<file path="config.mk">
export PLATFORM = sky130hd
export DESIGN_NAME = axis_mux_n
export DESIGN_NICKNAME = d
export VERILOG_FILES = /design/src/rtl/axis_mux_pkg.sv /design/src/rtl/axis_mux_n_skid_buf.sv /design/src/rtl/axis_mux_n.sv
export SDC_FILE = /design/constraint.sdc
export NUM_CORES = 1
export LEC_CHECK = 0
export ABC_AREA = 1
export CAP_MARGIN = 15
export CORE_MARGIN = 2
export CORE_UTILIZATION = 43
export CTS_CLUSTER_DIAMETER = 40
export CTS_CLUSTER_SIZE = 20
export DETAILED_ROUTE_END_ITERATION = 8
export PLACE_DENSITY = 0.78
export SYNTH_ARGS = -nofsm -noshare
export SYNTH_HDL_FRONTEND = slang
export SYNTH_SLANG_ARGS = --single-unit
</file>
<file path="constraint.sdc">
create_clock -name clk -period 2.48 [get_ports clk]
set_input_delay 0.62 -clock clk [delete_from_list [all_inputs] [get_ports clk]]
set_output_delay 0.62 -clock clk [all_outputs]
set_load 0.01 [all_outputs]
</file>
<file path="src/rtl/axis_mux_pkg.sv">
// Shared types and helpers for the N-to-1 AXI-Stream multiplexer.
package axis_mux_pkg;

    // Upper bound on channel count handled by the round-robin helper.
    localparam int unsigned MAX_CH = 64;

    typedef enum logic {
        IDLE = 1'b0,
        LOCK = 1'b1
    } state_t;

    typedef struct packed {
        logic        hit;
        logic [31:0] idx;
    } rr_grant_t;

    // Ceiling log2 with a floor of 1 so a select port always exists.
    function automatic int unsigned clog2(input int unsigned n);
        int unsigned w;
        w = 1;
        for (int unsigned i = 1; i < 32; i++) begin
            if ((32'd1 << i) < n) begin
                w = i + 1;
            end
        end
        return w;
    endfunction

    // First requesting channel at or after (last+1) mod ch, wrapping once.
    function automatic rr_grant_t rr_next(input logic [MAX_CH-1:0] valid,
                                          input int unsigned       ch,
                                          input int unsigned       last);
        rr_grant_t   g;
        int unsigned k;
        g = '0;
        for (int unsigned i = 1; i <= MAX_CH; i++) begin
            k = (last + i) % ch;
            if (i <= ch && !g.hit && valid[k]) begin
                g.hit = 1'b1;
                g.idx = k;
            end
        end
        return g;
    endfunction

endpackage

</file>
<file path="src/rtl/axis_mux_n_skid_buf.sv">
// axis_skid_buf: two-entry AXI-Stream register slice (output register plus
// skid register). Upstream ready is a flop, so there is no combinational path
// from m_tready to s_tready.
module axis_skid_buf #(
    parameter int unsigned WIDTH = 1
) (
    input  logic             clk,
    input  logic             rst,
    input  logic [WIDTH-1:0] s_tdata,
    input  logic             s_tvalid,
    input  logic             s_tlast,
    output logic             s_tready,
    output logic [WIDTH-1:0] m_tdata,
    output logic             m_tvalid,
    output logic             m_tlast,
    input  logic             m_tready
);

    logic [WIDTH-1:0] skid_data;
    logic             skid_last;
    logic             skid_valid;

    assign s_tready = ~skid_valid;

    // Output register refills from the skid entry first, then from upstream;
    // a beat arriving while the output stalls parks in the skid entry.
    always_ff @(posedge clk or posedge rst) begin
        if (rst) begin
            m_tdata    <= '0;
            m_tlast    <= 1'b0;
            m_tvalid   <= 1'b0;
            skid_data  <= '0;
            skid_last  <= 1'b0;
            skid_valid <= 1'b0;
        end else if (!m_tvalid || m_tready) begin
            if (skid_valid) begin
                m_tdata    <= skid_data;
                m_tlast    <= skid_last;
                m_tvalid   <= 1'b1;
                skid_valid <= 1'b0;
            end else begin
                m_tvalid <= s_tvalid;
                if (s_tvalid) begin
                    m_tdata <= s_tdata;
                    m_tlast <= s_tlast;
                end
            end
        end else if (s_tvalid && !skid_valid) begin
            skid_data  <= s_tdata;
            skid_last  <= s_tlast;
            skid_valid <= 1'b1;
        end
    end

endmodule

</file>
<file path="src/rtl/axis_mux_n.sv">
// axis_mux_n: N-to-1 AXI-Stream multiplexer with frame-locked switching and a
// registered output stage. A channel is locked at a frame boundary and held
// until its tlast beat is accepted.
// Build option: define AXIS_MUX_N_RR_EN to replace explicit `sel` control
// with round-robin arbitration among valid channels.
module axis_mux_n
    import axis_mux_pkg::*;
#(
    parameter  int unsigned WIDTH = 1,
    parameter  int unsigned CH    = 4,
    localparam int unsigned SEL_W = clog2(CH)
) (
    input  logic                clk,
    input  logic                rst,
    input  logic [SEL_W-1:0]    sel,
    input  logic [CH*WIDTH-1:0] s_axis_tdata,
    input  logic [CH-1:0]       s_axis_tvalid,
    input  logic [CH-1:0]       s_axis_tlast,
    output logic [CH-1:0]       s_axis_tready,
    output logic [WIDTH-1:0]    m_axis_tdata,
    output logic                m_axis_tvalid,
    output logic                m_axis_tlast,
    input  logic                m_axis_tready,
    output logic [SEL_W-1:0]    cur_ch,
    output logic                busy
);

    state_t           state;
    state_t           state_next;
    logic             req_hit;
    logic [SEL_W-1:0] req_idx;
    logic [WIDTH-1:0] mux_data;
    logic             mux_valid;
    logic             mux_last;
    logic             buf_ready;

`ifdef AXIS_MUX_N_RR_EN
    logic [SEL_W-1:0]  last_grant;
    logic [MAX_CH-1:0] valid_pad;
    rr_grant_t         grant;
    logic              unused_rr;

    assign unused_rr = ^{sel, grant.idx};

    // Round-robin request: first valid channel after the previous grant.
    always_comb begin
        valid_pad          = '0;
        valid_pad[CH-1:0]  = s_axis_tvalid;
        grant              = rr_next(valid_pad, CH, 32'(last_grant));
        req_hit            = grant.hit;
        req_idx            = grant.idx[SEL_W-1:0];
    end

    // Remember the most recent grant; reset value gives channel 0 first turn.
    always_ff @(posedge clk or posedge rst) begin
        if (rst) begin
            last_grant <= SEL_W'(CH - 1);
        end else if (state == IDLE && req_hit) begin
            last_grant <= req_idx;
        end
    end
`else
    // Explicit request: out-of-range sel values never match a channel.
    always_comb begin
        req_hit = 1'b0;
        req_idx = '0;
        for (int unsigned k = 0; k < CH; k++) begin
            if (sel == SEL_W'(k) && s_axis_tvalid[k]) begin
                req_hit = 1'b1;
                req_idx = SEL_W'(k);
            end
        end
    end
`endif

    // State register.
    always_ff @(posedge clk or posedge rst) begin
        if (rst) begin
            state <= IDLE;
        end else begin
            state <= state_next;
        end
    end

    // Next state: lock on a request, release once the tlast beat is taken.
    always_comb begin
        state_next = state;
        case (state)
            IDLE: if (req_hit) state_next = LOCK;
            LOCK: if (mux_valid && buf_ready && mux_last) state_next = IDLE;
            default: state_next = IDLE;
        endcase
    end

    // Outputs: route the locked channel into the buffer and return its ready.
    always_comb begin
        busy          = (state == LOCK);
        s_axis_tready = '0;
        mux_data      = '0;
        mux_valid     = 1'b0;
        mux_last      = 1'b0;
        for (int unsigned k = 0; k < CH; k++) begin
            if (cur_ch == SEL_W'(k)) begin
                mux_data         = s_axis_tdata[k*WIDTH +: WIDTH];
                mux_last         = s_axis_tlast[k];
                mux_valid        = (state == LOCK) && s_axis_tvalid[k];
                s_axis_tready[k] = (state == LOCK) && buf_ready;
            end
        end
    end

    // Latch the granted channel at the frame boundary; hold it through LOCK.
    always_ff @(posedge clk or posedge rst) begin
        if (rst) begin
            cur_ch <= '0;
        end else if (state == IDLE && req_hit) begin
            cur_ch <= req_idx;
        end
    end

    axis_skid_buf #(
        .WIDTH(WIDTH)
    ) u_skid (
        .clk      (clk),
        .rst      (rst),
        .s_tdata  (mux_data),
        .s_tvalid (mux_valid),
        .s_tlast  (mux_last),
        .s_tready (buf_ready),
        .m_tdata  (m_axis_tdata),
        .m_tvalid (m_axis_tvalid),
        .m_tlast  (m_axis_tlast),
        .m_tready (m_axis_tready)
    );

endmodule

</file>
Word-level counts from Yosys, hierarchy flattened
Index checks and enable logic that the tools add are counted.
- flip-flop bits (word level): 9
- input port bits: 17
- output and inout port bits: 10
- logic and storage cells: 72
- mux-type cells: 33
- bitwise operators: 3
- eq/ne operators: 6
- reduce and logical (&&, ||, !) cells: 22
- operators by type and width (cell ; number):
    1-bit 2-to-1 mux ; 30
    1-bit logical AND ; 13
    2-bit == test (second input constant) ; 4
    2-bit by 1-bit == test with 1-bit output (second input constant) ; 2
    2-bit zero test ; 2
    2-bit 2-to-1 mux ; 2
    2-bit AND reduction ; 2
    2-bit nonzero test ; 2
    1-bit inverter ; 3
    1-bit zero test ; 2
    1-bit one-hot mux with 2 select lines ; 1
    1-bit logical OR ; 1

Logic depth before layout (Yosys ltp)
- depth in word-level cells: 9
- gate-level depth with buffers: 8
- gate-level depth less buffers: 8

Cells and area by module
From an unflattened synthesis, not the netlist that was laid out.
- cells, all modules: 94
- area, all modules: 641.9 um^2
- modules (own cells, without submodules) (module ; seq. area each (um^2) ; cells each ; area an instance (um^2) ; times used):
    axis_mux_n ; 75.1 ; 55 ; 360.3 ; 1
    axis_skid_buf ; 150.1 ; 39 ; 281.5 ; 1

Least setup slack after synthesis
No wires, ideal clock.
- kind: flip-flop to output port
- from: register u_skid.skid_valid
- to: output s_axis_tready[1]
- buffers on the path: 0
- cell stages (with the launch flop): 4
- slack: 0.885 ns
- arrival time: 0.975 ns
- path through: dfrtp_1 -> inv_1 -> nand2_1 -> nor3b_1
- longest elaborated chain between the ends: 3
- ends and longest elaborated chain (element ; line ; source):
    start, declared ; axis_mux_n_skid_buf.sv:21 ; logic skid_valid;
    start signal, assigned ; axis_mux_n_skid_buf.sv:34 ; skid_valid <= 1'b0;
    start signal, assigned ; axis_mux_n_skid_buf.sv:40 ; skid_valid <= 1'b0;
    start signal, assigned ; axis_mux_n_skid_buf.sv:51 ; skid_valid <= 1'b1;
    1-bit inverter ; axis_mux_n_skid_buf.sv:23 ; assign s_tready = ~skid_valid;
    1-bit logical AND ; axis_mux_n.sv:107 ; s_axis_tready[k] = (state == LOCK) && buf_ready;
    1-bit 2-to-1 mux ; axis_mux_n.sv:103 ; if (cur_ch == SEL_W'(k)) begin
    end, declared ; axis_mux_n.sv:19 ; output logic [CH-1:0] s_axis_tready,
Every way passes these cells.

Worst setup path after layout
Same ends and word-level chain as after synthesis.

==> flow_metrics.py <==
metrics = {
    "sta": {
        "timing.setup.tns_ps": 0,
        "period_needed_ps": 2330,
        "finalHoldViolCount": 0,
        "finalClockSkew_ps": 6.362,
        "fmax_mhz": 429.1,
        "finalSetupViolCount": 0,
        "drv_slew": 0,
        "max_slew_margin_pct": 73.31,
        "tightest_slew_ps": 400.4,
        "fin_crit_sh_pct": 93.97,
        "rsz0062_at_grt": "false",
    },
    "placement": {
        "gp_congestion": 0.7339,
        "io_buffers": 26,
        "dp_hpwl_um": 1153,
    },
    "finish": {
        "final_common_cell": "nand2_1",
        "final_cell_mix": "nand2_1, clkdlybuf4s50_1, nand3_1",
        "nNetsFinal": 136,
        "area_growth_pct": 49.90,
        "drive_gt1_share_pct": 8.475,
        "fillers": 114,
        "diodes": 0,
    },
    "logic_synthesis": {
        "netlist_area_sq_um": 596.8,
        "synth_fp_nets": 106,
        "ys_warn_count": 0,
        "synthCells": 89,
        "synth_seq_area_share_pct": 37.74,
        "synth-seq-cells": 9,
        "syn_avg_cell_area_sq_um": 6.706,
        "ys_types": 18,
    },
    "power_and_ir_drop": {
        "p_int_mw": 0.5616,
        "p_clk_share_pct": 11.1,
        "vdd_drop_max_mv": 0.6303,
        "power.share.sequential_pct": 30.0,
        "power.total_mw": 1.038,
        "p_sw_share_pct": 45.89,
        "combinationalPowerShare_pct": 58.9,
        "p_per_area_nw_per_um2": 1160,
        "switchingPower_mw": 0.4764,
        "p_leak_nw": 0.4349,
    },
    "setup_path": {
        "start_kind": "flop",
        "required_ps": 1860,
        "cp.arrival_ps": 1710,
        "cp_slowest_stage_delay_ps": 560,
        "path_cells": "inv_1, nand2_1, nor3b_1, clkdlybuf4s50_1",
        "end_kind": "output pin",
        "worst-setup-path-type": "flop to output pin",
        "cp_slowest_cell": "clkdlybuf4s50_1",
        "worst-path-max-fanout": 6,
    },
    "die": {
        "die_height_um": 41.26,
        "die_area_sq_um": 1702,
        "io_pins": 27,
        "die_w_um": 41.26,
        "start_util_pct": 45.87,
        "coreArea_sq_um": 1301,
        "rows": 13,
    },
    "route": {
        "drt-met1-wl_um": 635,
        "drc_errors": 0,
        "vias_per_cell": 4.902,
        "drtAntennaViolNets": 0,
        "detailroute.wirelength.met3_um": 95,
        "met2_length_um": 694,
        "drt_pass1_iterations": 3,
        "top_layer_used": "met4",
        "wl_um": 1430,
        "vias": 652,
        "routedWlPerCell_um": 10.75,
        "drt-initial-drc-count": 10,
    },
    "clock_tree": {
        "cts.sinks": 9,
        "cts.clk_slew.worst_paths_ps": 60,
        "cts_root_buf": "clkbuf_4",
        "cts_setup_buffers": 0,
        "cts_buffer_depth": 2,
        "clk_latency_ps": 260,
        "cts.hold.buffers_added": 0,
        "numCtsBuffers": 3,
        "postCtsResizedCells": 0,
        "cts_tree": "done",
        "h-tree-depth": 1,
    },
    "grt": {
        "grt_util_all_layers_pct": 20.67,
        "antenna_found_initial": 0,
        "grt_overflow": 0,
        "grt_pass1_wl_um": 2159,
        "grt_max_degree": 14,
        "grt_pass1_vias": 529,
    },
    "job": {
        "drv_cap": 0,
    },
    "min_path": {
        "min_path_type": "flop to flop",
    },
    "outcome": {
        "outcome": "completed",
    },
}
==> cell type report <==
class / instances / area [sq um] / share of cell area, %
Inverter: 9 / 33.78 / 3.776
Sequential cell: 9 / 225.2 / 25.17
Tap cell: 15 / 18.77 / 2.098
Multi-Input combinational cell: 70 / 330.3 / 36.92
Timing Repair Buffer: 26 / 260.3 / 29.09
Clock buffer: 4 / 26.28 / 2.937
==> synthesized netlist by cell type <==
master,instances,area (sq um)
a21oi_1,1,5.000
buf_4,1,7.510
dfrtp_1,9,225.2
inv_1,8,30.03
inv_2,1,3.750
nand2_1,34,127.6
nand2_2,2,12.51
nand3_1,10,50.05
nand3_2,2,20.02
nor2_1,6,22.52
nor2_4,1,11.26
nor3_1,2,10.01
nor3b_1,1,7.510
o21a_1,1,7.510
o21ai_0,4,20.02
o21ai_1,3,15.01
o21ai_2,1,8.760
or2_1,2,12.51
==> power groups by stage <==
stage               Combinational [mW]  Clock [mW]  Sequential [mW]
detailed placement               0.615           0            0.312
finish                           0.611       0.115            0.312
CTS                              0.618       0.120            0.311
global placement                 0.606           0            0.308
floorplan                        0.389           0            0.299
global route                     0.684       0.134            0.324
==> kinds of logic after synthesis <==
family	synth area share, %
simple gates	45.91
flops	37.74
buf+inv	6.918
compound gates	9.433
==> metal layers <==
metal  up-vias  global-route usage, %
met1       284                  21.82
met5         -                      0
met4         0                  7.258
li1        348                      -
met3         2                  9.783
met2        18                  35.55
==> registers in the layout (all words and copies together) (netlist names) <==
name               count
busy                   1
u_skid.skid_last       1
u_skid.skid_valid      1
cur_ch                 2
u_skid.m_tdata         1
u_skid.skid_data       1
u_skid.m_tlast         1
u_skid.m_tvalid        1
==> per-stage QoR <==
| step | cells | area [sq um] | setup slack (ps) | hold slack, ps | util (%) |
|---|---|---|---|---|---|
| after detailed placement | 129 | 868.3 | 419.4 | 475.8 | 66.73 |
| after global routing | 133 | 894.6 | 25.37 | 499.7 | 68.75 |
| final | 133 | 894.6 | 149.6 | 486.2 | 68.75 |
| after floorplan | 89 | 596.8 | 884.9 | 447.9 | - |
| after CTS | 133 | 894.6 | 128.7 | 489.2 | 68.75 |
| after global placement | 129 | 868.3 | 438.3 | 468.2 | 66.73 |
==> worst paths after layout <==
check | slack (ps) | start | to | depth (start not counted)
min reg2reg | 490 | u_skid.m_tdata | u_skid.m_tdata | 2
min | 490 | u_skid.m_tdata | u_skid.m_tdata | 2
min in group asynchronous | 620 | rst | u_skid.m_tvalid | 2
max in group asynchronous | 1600 | rst | cur_ch[0] | 2
max reg2reg | 1090 | cur_ch[0] | busy | 8
max | 150 | u_skid.skid_valid | s_axis_tready[1] | 4
==> worst max-delay path: cells and delay by family, from the launching register on <==
kind | cells | cell delay [ps]
buf+inv | 2 | 730
flops | 1 | 400
simple gates | 2 | 310
Power figures use the tool's default switching activity.
